[src/rtl/wb_pkg.sv]
// Shared types and constants for the writeback arbiter and its per-port FIFOs.
package wb_pkg;

  localparam int NUM_SRC = 4;
  localparam int ADDR_W  = 5;
  localparam int DATA_W  = 32;

  // Register 0 is hard-wired; writes to it are dropped at the input.
  localparam logic [ADDR_W-1:0] REG_ZERO = '0;

  typedef struct packed {
    logic [ADDR_W-1:0] addr;
    logic [DATA_W-1:0] data;
  } wb_entry_t;

endpackage

[src/rtl/wb_fifo.sv]
// Synchronous FIFO of writeback entries, one instance per producer port.
// Optional macro WB_PENDING_MASK_EN exposes the storage and per-slot occupancy
// so the top level can build a pending-register mask.
module wb_fifo
  import wb_pkg::*;
#(
  parameter int DEPTH = 2
) (
  input  logic      clk,
  input  logic      rst,
  input  logic      push,
  input  wb_entry_t push_entry,
  input  logic      pop,
  output logic      full,
  output logic      empty,
  output wb_entry_t head
`ifdef WB_PENDING_MASK_EN
  ,
  output wb_entry_t        entries [DEPTH],
  output logic [DEPTH-1:0] entry_valid
`endif
);

  localparam int IDX_W = $clog2(DEPTH);
  localparam int PTR_W = IDX_W + 1;

  logic [PTR_W-1:0] wr_ptr;
  logic [PTR_W-1:0] rd_ptr;
  wb_entry_t        mem [DEPTH];

  // Extra MSB distinguishes full from empty when the index bits match.
  assign empty = (wr_ptr == rd_ptr);
  assign full  = (wr_ptr[IDX_W] != rd_ptr[IDX_W]) &&
                 (wr_ptr[IDX_W-1:0] == rd_ptr[IDX_W-1:0]);
  assign head  = mem[rd_ptr[IDX_W-1:0]];

  // Pointer update; a push into a full FIFO is ignored.
  always_ff @(posedge clk) begin
    // NOTE: state registers use non-blocking assignments so every flop samples pre-edge values.
    if (rst) begin
      wr_ptr <= '0;
      rd_ptr <= '0;
    end else begin
      if (push && !full) wr_ptr <= wr_ptr + PTR_W'(1);
      if (pop && !empty) rd_ptr <= rd_ptr + PTR_W'(1);
    end
  end

  // Entry storage.
  always_ff @(posedge clk) begin
    // NOTE: storage is deliberately not reset; the pointers alone decide which slots are live.
    if (push && !full) mem[wr_ptr[IDX_W-1:0]] <= push_entry;
  end

`ifdef WB_PENDING_MASK_EN
  assign entries = mem;

  // A slot is live when its distance from the read index is below the fill count.
  always_comb begin
    logic [PTR_W-1:0] count;
    logic [IDX_W-1:0] offset;
    count       = wr_ptr - rd_ptr;
    offset      = '0;
    entry_valid = '0;
    for (int j = 0; j < DEPTH; j++) begin
      offset         = IDX_W'(j) - rd_ptr[IDX_W-1:0];
      entry_valid[j] = ({1'b0, offset} < count);
    end
  end
`endif

endmodule

[src/rtl/wb_arbiter.sv]
// Writeback front end: four valid/ready producers, per-port FIFOs, round-robin
// arbitration into a single registered register-file write port.
// Optional macro WB_PENDING_MASK_EN adds the pendingMask hazard output.
module wb_arbiter
  import wb_pkg::*;
#(
  parameter int FIFO_DEPTH = 2
) (
  input  logic               clk,
  input  logic               rst,
  input  logic [NUM_SRC-1:0] srcValid,
  output logic [NUM_SRC-1:0] srcReady,
  input  logic [ADDR_W-1:0]  srcAddr0,
  input  logic [ADDR_W-1:0]  srcAddr1,
  input  logic [ADDR_W-1:0]  srcAddr2,
  input  logic [ADDR_W-1:0]  srcAddr3,
  input  logic [DATA_W-1:0]  srcData0,
  input  logic [DATA_W-1:0]  srcData1,
  input  logic [DATA_W-1:0]  srcData2,
  input  logic [DATA_W-1:0]  srcData3,
  output logic               wbEnable,
  output logic [ADDR_W-1:0]  wbAddr,
  output logic [DATA_W-1:0]  wbData,
  output logic               busy
`ifdef WB_PENDING_MASK_EN
  ,
  output logic [31:0]        pendingMask
`endif
);

  localparam int RR_W = $clog2(NUM_SRC);

  wb_entry_t          src_entry  [NUM_SRC];
  wb_entry_t          fifo_head  [NUM_SRC];
  logic [NUM_SRC-1:0] fifo_full;
  logic [NUM_SRC-1:0] fifo_empty;
  logic [NUM_SRC-1:0] push;
  logic [NUM_SRC-1:0] pop;
  logic [RR_W-1:0]    rr_ptr;
  logic [RR_W-1:0]    grant;
  logic               grant_valid;

`ifdef WB_PENDING_MASK_EN
  wb_entry_t             fifo_entries     [NUM_SRC][FIFO_DEPTH];
  logic [FIFO_DEPTH-1:0] fifo_entry_valid [NUM_SRC];
`endif

  assign src_entry[0] = '{addr: srcAddr0, data: srcData0};
  assign src_entry[1] = '{addr: srcAddr1, data: srcData1};
  assign src_entry[2] = '{addr: srcAddr2, data: srcData2};
  assign src_entry[3] = '{addr: srcAddr3, data: srcData3};

  // Ready depends only on FIFO state, never on srcValid.
  assign srcReady = ~fifo_full;

  for (genvar g = 0; g < NUM_SRC; g++) begin : g_src
    // Writes to r0 complete the handshake but are never queued.
    assign push[g] = srcValid[g] && !fifo_full[g] && (src_entry[g].addr != REG_ZERO);

    wb_fifo #(.DEPTH(FIFO_DEPTH)) u_fifo (
      .clk        (clk),
      .rst        (rst),
      .push       (push[g]),
      .push_entry (src_entry[g]),
      .pop        (pop[g]),
      .full       (fifo_full[g]),
      .empty      (fifo_empty[g]),
      .head       (fifo_head[g])
`ifdef WB_PENDING_MASK_EN
      ,
      .entries    (fifo_entries[g]),
      .entry_valid(fifo_entry_valid[g])
`endif
    );
  end

  // Round-robin pick: first non-empty FIFO scanning upward from rr_ptr.
  always_comb begin
    logic [RR_W-1:0] idx;
    // NOTE: every always_comb output gets a default first so no path can infer a latch.
    grant_valid = 1'b0;
    grant       = rr_ptr;
    idx         = rr_ptr;
    for (int k = 0; k < NUM_SRC; k++) begin
      idx = rr_ptr + RR_W'(k);
      if (!grant_valid && !fifo_empty[idx]) begin
        grant_valid = 1'b1;
        grant       = idx;
      end
    end
  end

  assign pop = grant_valid ? (NUM_SRC'(1) << grant) : '0;

  // Output register and round-robin pointer; address/data hold when idle.
  always_ff @(posedge clk) begin
    if (rst) begin
      wbEnable <= 1'b0;
      wbAddr   <= '0;
      wbData   <= '0;
      rr_ptr   <= '0;
    end else if (grant_valid) begin
      wbEnable <= 1'b1;
      wbAddr   <= fifo_head[grant].addr;
      wbData   <= fifo_head[grant].data;
      rr_ptr   <= grant + RR_W'(1);
    end else begin
      wbEnable <= 1'b0;
    end
  end

  assign busy = !(&fifo_empty) || wbEnable;

`ifdef WB_PENDING_MASK_EN
  // Registers with a write still queued or currently being presented.
  always_comb begin
    pendingMask = '0;
    for (int s = 0; s < NUM_SRC; s++) begin
      for (int e = 0; e < FIFO_DEPTH; e++) begin
        if (fifo_entry_valid[s][e]) pendingMask[fifo_entries[s][e].addr] = 1'b1;
      end
    end
    if (wbEnable) pendingMask[wbAddr] = 1'b1;
    pendingMask[0] = 1'b0;
  end
`endif

endmodule
[config.mk]
export PLATFORM = sky130hd
export DESIGN_NAME = wb_arbiter
export DESIGN_NICKNAME = d
export VERILOG_FILES = /design/src/rtl/wb_pkg.sv /design/src/rtl/wb_fifo.sv /design/src/rtl/wb_arbiter.sv
export SDC_FILE = /design/constraint.sdc
export NUM_CORES = 1
export LEC_CHECK = 0
export CAP_MARGIN = 40
export CORE_MARGIN = 5
export CORE_UTILIZATION = 59
export CTS_BUF_LIST = sky130_fd_sc_hd__clkbuf_8
export DETAILED_ROUTE_END_ITERATION = 10
export DONT_BUFFER_PORTS = 1
export PLACE_DENSITY_LB_ADDON = 0.08
export SYNTH_ARGS = -nofsm -noshare
export SYNTH_HDL_FRONTEND = slang
export SYNTH_HIERARCHICAL = 1
export SYNTH_SLANG_ARGS = --single-unit
[constraint.sdc]
create_clock -name clk -period 4.1 [get_ports clk]
set_clock_uncertainty 0.2 [all_clocks]
set_input_delay 0.82 -clock clk [delete_from_list [all_inputs] [get_ports clk]]
set_output_delay 0.82 -clock clk [all_outputs]
set_load 0.02 [all_outputs]
# Word-level counts from Yosys, hierarchy flattened
# Memories as Yosys holds them, arrays and structs flattened. A register that Yosys moved wholly into a read port is not among the register bits.
# Cells that the tools add are included.
totals:
  register_bits: 56
  ram_bits: 296
  inputBits: 154
  output_inout_bits: 43
  elab_cells: 127
  memories: 4
memory_table:
  columns: ["memory", "depth", "word_bits", "rd", "rd_ports_with_merged_regs", "wr", "line_no", "text"]
  rows:
  - ["g_src[0].u_fifo.mem", 2, 37, 1, 1, 1, "wb_fifo.sv:29", "wb_entry_t mem [DEPTH];"]
  - ["g_src[1].u_fifo.mem", 2, 37, 1, 1, 1, "wb_fifo.sv:29", null]
  - ["g_src[2].u_fifo.mem", 2, 37, 1, 1, 1, "wb_fifo.sv:29", null]
  - ["g_src[3].u_fifo.mem", 2, 37, 1, 1, 1, "wb_fifo.sv:29", null]
op_classes:
  n_addsub: 12
  order_cmp: 5
  eq_ne: 12
  shift: 1
  n_mux: 36
  bitwise_logic: 2
  n_reduce_logical: 43
op_table:
  columns: ["op", "count"]
  rows:
  - ["37-bit binary-select mux with 2-bit select", 1]
  - ["37-bit 2-to-1 mux", 2]
  - ["1-bit 2-to-1 mux", 25]
  - ["1-bit logical AND", 23]
  - ["2-bit by 1-bit adder with 2-bit output, second input constant", 10]
  - ["5-bit nonzero test", 4]
  - ["1-bit logical NOT", 14]
  - ["2-bit by 3-bit < comparator with 1-bit output, second input constant", 4]
  - ["1-bit binary-select mux with 2-bit select", 4]
  - ["2-bit == test", 4]
  - ["2-bit 2-to-1 mux", 3]
  - ["2-bit adder, second input constant", 2]
  - ["1-bit == test", 4]
  - ["4-bit 2-to-1 mux", 1]
  - ["1-bit inequality test", 4]
  - ["4-bit NOT", 1]
  - ["4-bit AND reduction", 1]
  - ["1-bit by 2-bit left shift with 4-bit output, first input constant", 1]
  - ["3-bit >= comparator, second input constant", 1]
  - ["2-bit NOT with 3-bit output", 1]
  - ["1-bit logical OR", 1]

# Depth between registers and ports, before layout
# Gate-level depths: netlist (run 1).
depth:
  word_depth: 17
  mapped_depth: 12
  depth_no_buf: 10

# Hierarchy
# Netlist (run 1), hierarchy kept.
modules_own_cells:
  columns: ["mod", "instances", "cells_per_inst", "area_per_inst_um2", "seq_area_each_um2"]
  rows:
  - ["wb_fifo", 4, 148, 2942.8, 2322.2]
  - ["wb_arbiter", 1, 249, 2667.6, 800.8]

# Least setup slack after synthesis (run 1)
# Ideal clock, no wire load.
synth_path:
  kind: "register to register"
  start: "register g_src[3].u_fifo.wr_ptr[0]"
  end: "memory g_src[3].u_fifo/mem[1][0] (netlist name) (enable)"
  setup_time_ns: 0.444
  arrival_ns: 3.138
  t_required_ns: 3.456
  setup_slack_ns: 0.318
  stages_incl_launch_ff: 8
  n_path_buf: 1
  synth_period_minus_slack_ns: 3.782
  path_cell_list: "dfxtp_1 > clkbuf_1 > xor2_1 > nor2_1 > inv_1 > o311a_1 > nand2_1 > a21oi_1"
synth_via:
  elab_chain_len: 8
synth_rtl:
  columns: ["item", "line_no", "text"]
  rows:
  - ["start: declaration", "wb_fifo.sv:27", "logic [PTR_W-1:0] wr_ptr;"]
  - ["start signal: assignment", "wb_fifo.sv:44", "if (push && !full) wr_ptr <= wr_ptr + PTR_W'(1);"]
  - ["1-bit == test", "wb_fifo.sv:34", "(wr_ptr[IDX_W-1:0] == rd_ptr[IDX_W-1:0]);"]
  - ["1-bit logical AND", "wb_fifo.sv:33", "assign full = (wr_ptr[IDX_W] != rd_ptr[IDX_W]) &&"]
  - ["via fifo_full[3]", "wb_arbiter.sv:35", "logic [NUM_SRC-1:0] fifo_full;"]
  - ["1-bit logical NOT", "wb_arbiter.sv:58", "assign push[g] = srcValid[g] && !fifo_full[g] && (src_entry[g].addr != REG_ZERO);"]
  - ["1-bit logical AND (2 in a row)", "wb_arbiter.sv:58", null]
  - ["via push[3]", "wb_arbiter.sv:37", "logic [NUM_SRC-1:0] push;"]
  - ["1-bit logical AND", "wb_fifo.sv:52", "if (push && !full) mem[wr_ptr[IDX_W-1:0]] <= push_entry;"]
  - ["1-bit 2-to-1 mux", "wb_fifo.sv:52", null]
  - ["1-bit 2-to-1 mux (implied by the code)", "wb_fifo.sv:52", null]
  - ["end: declaration", "wb_fifo.sv:29", null]
# The timed path passes the listed nets, and every way through them passes these cells.

# Worst setup path in the final report (run 1)
layout_path:
  start: "register g_src[0].u_fifo.rd_ptr[0]"
  end: "output port busy"
layout_via:
  elab_chain_len: 4
layout_rtl:
  columns: ["item", "line_no", "text"]
  rows:
  - ["start: declaration", "wb_fifo.sv:28", "logic [PTR_W-1:0] rd_ptr;"]
  - ["start signal: assignment", "wb_fifo.sv:45", "if (pop && !empty) rd_ptr <= rd_ptr + PTR_W'(1);"]
  - ["2-bit == test", "wb_fifo.sv:32", "assign empty = (wr_ptr == rd_ptr);"]
  - ["via fifo_empty[0]", "wb_arbiter.sv:36", "logic [NUM_SRC-1:0] fifo_empty;"]
  - ["4-bit AND reduction", "wb_arbiter.sv:112", "assign busy = !(&fifo_empty) || wbEnable;"]
  - ["1-bit logical NOT", "wb_arbiter.sv:112", null]
  - ["1-bit logical OR", "wb_arbiter.sv:112", null]
  - ["end: declaration", "wb_arbiter.sv:24", "output logic busy"]
# The timed path passes the listed nets, and every way through them passes these cells.

==> results of run 1 <==
==> cells in the final DEF (no fill, tap or decap), drive strengths merged, types with 5 or more instances in the layout <==
master  count
edfxtp    296
mux2      148
mux2i      83
clkbuf     60
dfxtp      60
nand2      55
o221ai     37
inv        35
nor2       32
buf        17
clkinv     14
a311oi     13
a21oi      13
xor2        8
xnor2       5
nand4       5
==> final cells by class <==
class,count,area [um^2]
Clock inverter,42,171
Tap cell,324,405
Sequential cell,356,10100
Multi-Input combinational cell,434,4070
Clock buffer,60,826
Fill cell,1694,8400
Timing Repair Buffer,17,185
Inverter,8,30.0
==> sequential cells by signal, indices dropped and copies added, names as in the netlist, named ones only <==
signal and cells:
wbData 32, wbAddr 5, wbEnable 1, g_src.u_fifo/rd_ptr 8
g_src.u_fifo/wr_ptr 8, rr_ptr 2, g_src.u_fifo/mem 296
==> worst register-to-register path, delay by kind of cell, from the launching register on <==
family	cells	cell delay [ns]
and+or+nand+nor	3	1.05
AOI/OAI and AO/OA	3	0.69
DFF	1	0.45
xor gates and xnor gates	1	0.40
buffers and inverters	1	0.39
==> metrics by stage <==
step | hold WS (ns) | std cells | worst slack, ns | total power, W | util (%)
after global placement | 0.334 | 1137 | 1.06 | 0.00958 | 60.9
after CTS | 0.0883 | 1241 | 0.614 | 0.0124 | 65.3
after global routing | 0.0883 | 1241 | 0.466 | 0.0129 | 65.3
final | 0.136 | 1241 | 0.654 | 0.0123 | 65.3
after floorplan | 0.308 | 841 | 0.318 | 0.00873 | -
after detailed placement | 0.351 | 1139 | 0.753 | 0.00980 | 61.1
==> report_power, final <==
| part | internal, W | switching, W | leakage (nW) |
|---|---|---|---|
| clock network | 0.00134 | 0.00126 | 0.616 |
| registers | 0.00474 | 0.000589 | 3.26 |
| logic | 0.00181 | 0.00255 | 1.75 |
==> cells by family after synthesis <==
logic type      share of synthesized area, %
buf+inv                                 2.29
compound gates                          6.18
mux                                     17.3
flops                                   69.9
xor+xnor                               0.997
simple gates                            3.36
==> how the worst max path moves through the flow <==
stage | startpoint | end | slack [ns] | cells after the start
after global placement | g_src[1].u_fifo/wr_ptr[1]$_SDFFE_PP0P_ | wbData[10]$_SDFFE_PP0P_ | 1.06 | 8
after detailed placement | g_src[1].u_fifo/rd_ptr[1]$_SDFFE_PP0P_ | wbData[17]$_SDFFE_PP0P_ | 0.75 | 8
after CTS | g_src[0].u_fifo/rd_ptr[0]$_SDFFE_PP0P_ | busy | 0.61 | 4
after floorplan | g_src[3].u_fifo/wr_ptr[0]$_SDFFE_PP0P_ | g_src[3].u_fifo/mem[1][0]$_DFFE_PP_ | 0.32 | 7
final | g_src[0].u_fifo/rd_ptr[0]$_SDFFE_PP0P_ | busy | 0.65 | 4
after global routing | g_src[0].u_fifo/rd_ptr[0]$_SDFFE_PP0P_ | busy | 0.47 | 4
==> metal layers <==
metal / routed length (um) / share of wire (%) / vias to the layer above
met3: 3590 / 12 / 47
met5: 0 / 0 / -
met4: 663 / 2.1 / 0
met1: 12500 / 41 / 3634
li1: - / - / 3358
met2: 14100 / 46 / 287
==> impl_metrics.yaml, run 1 <==
synth:
  synth_seq_cells: 356
  syn-cell-area_um2: 14400
  synth_edf_count: 296
  synthMostInstantiatedCell: "edfxtp_1"
  ys_top_cells_by_area: "edfxtp_1 (62%), mux2_2 (12%), dfxtp_1 (8.3%), mux2i_1 (5.8%), o221ai_2 (3.2%)"
  synth-seq-area-share_pct: 69.9
  yosysTopAreaCell: "edfxtp_1"
  synth_ff_type: "edfxtp_1"
  netlist_instances: 841
  yosys.area.top_type_share_pct: 61.6
  syn_nets: 995
  ys_warn_count: 6
  async_flop_share_pct: 0
  syn_area_per_cell_um2: 17.2
  synth_cell_types: 41
  synth_common_cells: "edfxtp_1 (296), mux2_2 (148), mux2i_1 (83), dfxtp_1 (60), nand2_1 (54)"
floorplan:
  die_w_um: 166
  start_util_pct: 59.7
  rows: 57
  die_h_um: 166
  ios: 197
  core_um2: 24200
  die-area_um2: 27700
clock_network:
  root_buffer: "clkbuf_8"
  clk_path_buf_depth: 3
  cts_sinks: 356
  tritoncts: "built"
  postCtsHoldBufs: 0
  insertion_delay_ns: 0.56
  cts_buffers: 55
  clk_pin_slew_worst_paths_ns: 0.07
  cts_resized: 0
  cts_max_level: 2
  post_cts_buffers: 0
final_layout:
  drive_above_1_share_pct: 31.2
  area_growth_pct: 9.26
  insertedDiodeCount: 0
  fin_nets: 1026
  design_area_um2: 15800
grt:
  gr-usage-met3_pct: 10.9
  use_met1_pct: 28.1
  grt_max_degree: 42
  first_global_vias: 7742
  antenna_found_initial: 0
  busiest_layer: "met2"
  gr-total-overflow: 0
  grtUsageMet2_pct: 33.1
  grt_use_total_pct: 21.8
  grt_pass1_wl_um: 46200
route:
  num_vias: 7326
  drcViolationCount: 0
  wl_um: 30900
  avgViaCountPerCell: 5.90
  drtIter0Drc: 424
  drtAntennaViolNets: 0
  drt_pre_antenna_iters: 5
  post_drt_wl_per_cell_um: 24.9
sta:
  rsz0062_at_grt: "false"
  hold_violations: 0
  drv_slew: 0
  tns_ns: 0
  slew_headroom_pct: 47.6
  min_period_over_period_pct: 84.1
  setup_violations: 0
  max_freq_mhz: 290
  fin_crit_ns: 3.45
  worst_pin_slew_ns: 0.784
critical_path:
  crit_family: "simple AND/OR/NAND/NOR gates"
  r2r_start: "g_src[1].u_fifo/rd_ptr[1]$_SDFFE_PP0P_"
  crit_path_max_fanout: 9
  startpoint_type: "flip-flop"
  cp-end-kind: "output pin"
  reg2reg_slack_ns: 0.77
  ff2ff_path_depth: 8
  path_cells: "xor2_1, nor2_1, nand4_2, or2_2"
  critPathBufInv: 0
  crit_type: "flip-flop to output pin"
  worstPathArrival_ns: 2.43
  max_stage_delay_ns: 0.55
  slowest_stage: "dfxtp_1"
  regToRegEndpoint: "wbData[17]$_SDFFE_PP0P_"
  critPathRequiredTime_ns: 3.08
worst_hold_path:
  hp-class: "input port to flip-flop"
  whs_path_depth: 1
  holdPathEnd: "g_src[2].u_fifo/rd_ptr[1]$_SDFFE_PP0P_"
  min_from: "rst"
run:
  max-cap-violations: 0
run_status:
  status: "finished clean"
place:
  io_buffers: 0
  post-dp-hpwl_um: 21500
  gp_congestion: 0.823
  place_area_um2: 14800
power:
  p_per_area_nw_per_um2: 779
  ir_worst_vdd_mv: 0.582
  leakage_nw: 5.62
Note: power is estimated with default switching activity, not from simulation.
==> run 2, diff against run 1 <==
==> constraint.sdc (replaced) <==
create_clock -name clk -period 3.13 [get_ports clk]
set_clock_uncertainty 0.2 [all_clocks]
set_input_delay 0.626 -clock clk [delete_from_list [all_inputs] [get_ports clk]]
set_output_delay 0.626 -clock clk [all_outputs]
set_load 0.02 [all_outputs]
==> run 2 against run 1 <==
Against the previous run: die area is the same; critical path type unchanged; utilization increased by 6.7 points; critical endpoint unchanged; wire length rose by 9.9%; sequential cell count unchanged; register-to-register slack got worse by 0.53 ns; power up 34%; sequential power grew 31%; non-clock buffer count increased by 164; via count is 12% higher; largest power group unchanged; worst setup slack worse by 0.53 ns; global-route usage rose by 2.3 points; largest cell class unchanged; count of clock-buffer cells in the layout decreased by 2.
==> impl_metrics.yaml, run 2 (synthesis results as in run 1) <==
final_layout:
  largest_reg_flops: 296
  regArea_um2: 10100
  fillers: 1514
  fin_nets: 1188
  multi_input_area_um2: 4100
  layout_common_cells: "edfxtp_1 (296), dlygate4sd3_1 (149), mux2_2 (148)"
  final_common_cell: "edfxtp_1"
  design_area_um2: 17400
  drive_above_1_share_pct: 28.9
  area_growth_pct: 20.5
power:
  ir_worst_vdd_mv: 0.684
  p_per_area_nw_per_um2: 943
  leakage_nw: 6.28
sta:
  min_period_over_period_pct: 96.0
  max_freq_mhz: 333
  slew_headroom_pct: 45.4
  setup_violations: 0
  worst_pin_slew_ns: 0.817
  rsz0062_at_grt: "false"
  hold_violations: 0
  tns_ns: 0
  drv_slew: 0
  fin_crit_ns: 3.01
critical_path:
  startpoint_type: "flip-flop"
  crit_type: "flip-flop to output pin"
  crit_path_max_fanout: 8
  critPathRequiredTime_ns: 2.30
  path_cells: "xor2_2, nor2_2, nand4_2, buf_4, or2_2"
  worstPathArrival_ns: 2.18
  max_stage_delay_ns: 0.50
  cp-end-kind: "output pin"
  slowest_stage: "dfxtp_1"
grt:
  grt_max_degree: 33
  antenna_found_initial: 4
  busiest_layer: "met2"
  gr-total-overflow: 0
  first_global_vias: 8826
  grtUsageMet2_pct: 40.5
  grt_pass1_wl_um: 51600
  gr-usage-met3_pct: 5.50
  grt_use_total_pct: 24.1
  use_met1_pct: 31.9
clock_network:
  cts_buffers: 53
  insertion_delay_ns: 0.56
  root_buffer: "clkbuf_8"
  cts_sinks: 356
  cts_max_level: 2
  clk_pin_slew_worst_paths_ns: 0.06
  tritoncts: "built"
  clk_path_buf_depth: 3
floorplan:
  start_util_pct: 59.7
  ios: 197
  die_h_um: 166
  rows: 57
  core_um2: 24200
  die_w_um: 166
  die-area_um2: 27700
route:
  wl_um: 33900
  drtIter0Drc: 766
  avgViaCountPerCell: 5.84
  post_drt_wl_per_cell_um: 24.1
  drtAntennaViolNets: 0
  drt_pre_antenna_iters: 6
  num_vias: 8213
  drcViolationCount: 0
place:
  post-dp-hpwl_um: 22500
  place_area_um2: 14900
  gp_congestion: 0.863
  io_buffers: 0
run:
  max-cap-violations: 0
run_status:
  status: "finished clean"
worst_hold_path:
  hp-class: "input port to flip-flop"
## run 2: critical path, delay by kind of cell (launching register included)
| kind | cells | cell delay, ns |
|---|---|---|
| xor gates and xnor gates | 1 | 0.19 |
| buffers and inverters | 1 | 0.19 |
| DFF | 1 | 0.50 |
| and+or+nand+nor | 3 | 0.74 |
## run 2: stage by stage
step | hold WS (ns) | setup WS [ns] | cells | power, W | utilization [%]
after floorplan | 0.308 | 0.172 | 841 | 0.0114 | -
after global placement | 0.335 | 0.329 | 1154 | 0.0127 | 61.6
after detailed placement | 0.337 | 0.164 | 1154 | 0.0129 | 61.6
after CTS | 0.0275 | 0.0484 | 1403 | 0.0165 | 71.8
after global routing | 0.0400 | 0.00879 | 1405 | 0.0172 | 72.0
final | 0.0757 | 0.125 | 1406 | 0.0164 | 72.0
## run 2: report_power, final
part	switching (W)	internal, W
Sequential	0.000795	0.00620
Clock	0.00166	0.00170
Combinational	0.00340	0.00265
## run 2: cell type report
| cell class | instances | area share [%] |
|---|---|---|
| antenna | 3 | 0.0431 |
| clock buffer | 58 | 4.59 |
| clock inverter | 42 | 0.956 |
| inverter | 8 | 0.173 |
| multi-input combinational | 434 | 23.6 |
| sequential | 356 | 58.0 |
| tap | 324 | 2.33 |
| timing repair buffer | 181 | 10.3 |
## run 2: metal layers
| metal | wire length (um) | up-vias | share of wire (%) |
|---|---|---|---|
| met1 | 14000 | 4115 | 41 |
| met5 | 25 | - | 0.074 |
| li1 | - | 3685 | - |
| met2 | 16700 | 338 | 49 |
| met4 | 728 | 4 | 2.1 |
| met3 | 2460 | 71 | 7.3 |
## run 2: worst paths after layout
path	startpoint	cells after the start	endpoint	slack, ns
setup / recovery	g_src[1].u_fifo/rd_ptr[1]$_SDFFE_PP0P_	5	busy	0.12
hold / removal	rst	2	g_src[2].u_fifo/rd_ptr[0]$_SDFFE_PP0P_	0.08
setup reg to reg	g_src[0].u_fifo/rd_ptr[1]$_SDFFE_PP0P_	10	g_src[2].u_fifo/rd_ptr[1]$_SDFFE_PP0P_	0.24
hold reg to reg	rr_ptr[0]$_SDFFE_PP0P_	2	rr_ptr[0]$_SDFFE_PP0P_	0.36
## run 2: what timing repair did
action,in CTS,in global routing
resized for setup,4,7
setup endpoints to repair,1,8
gates cloned,0,0
endpoints found under the hold margin,311,0
setup buffers,0,0
hold buffers,149,0
pin swaps,0,1
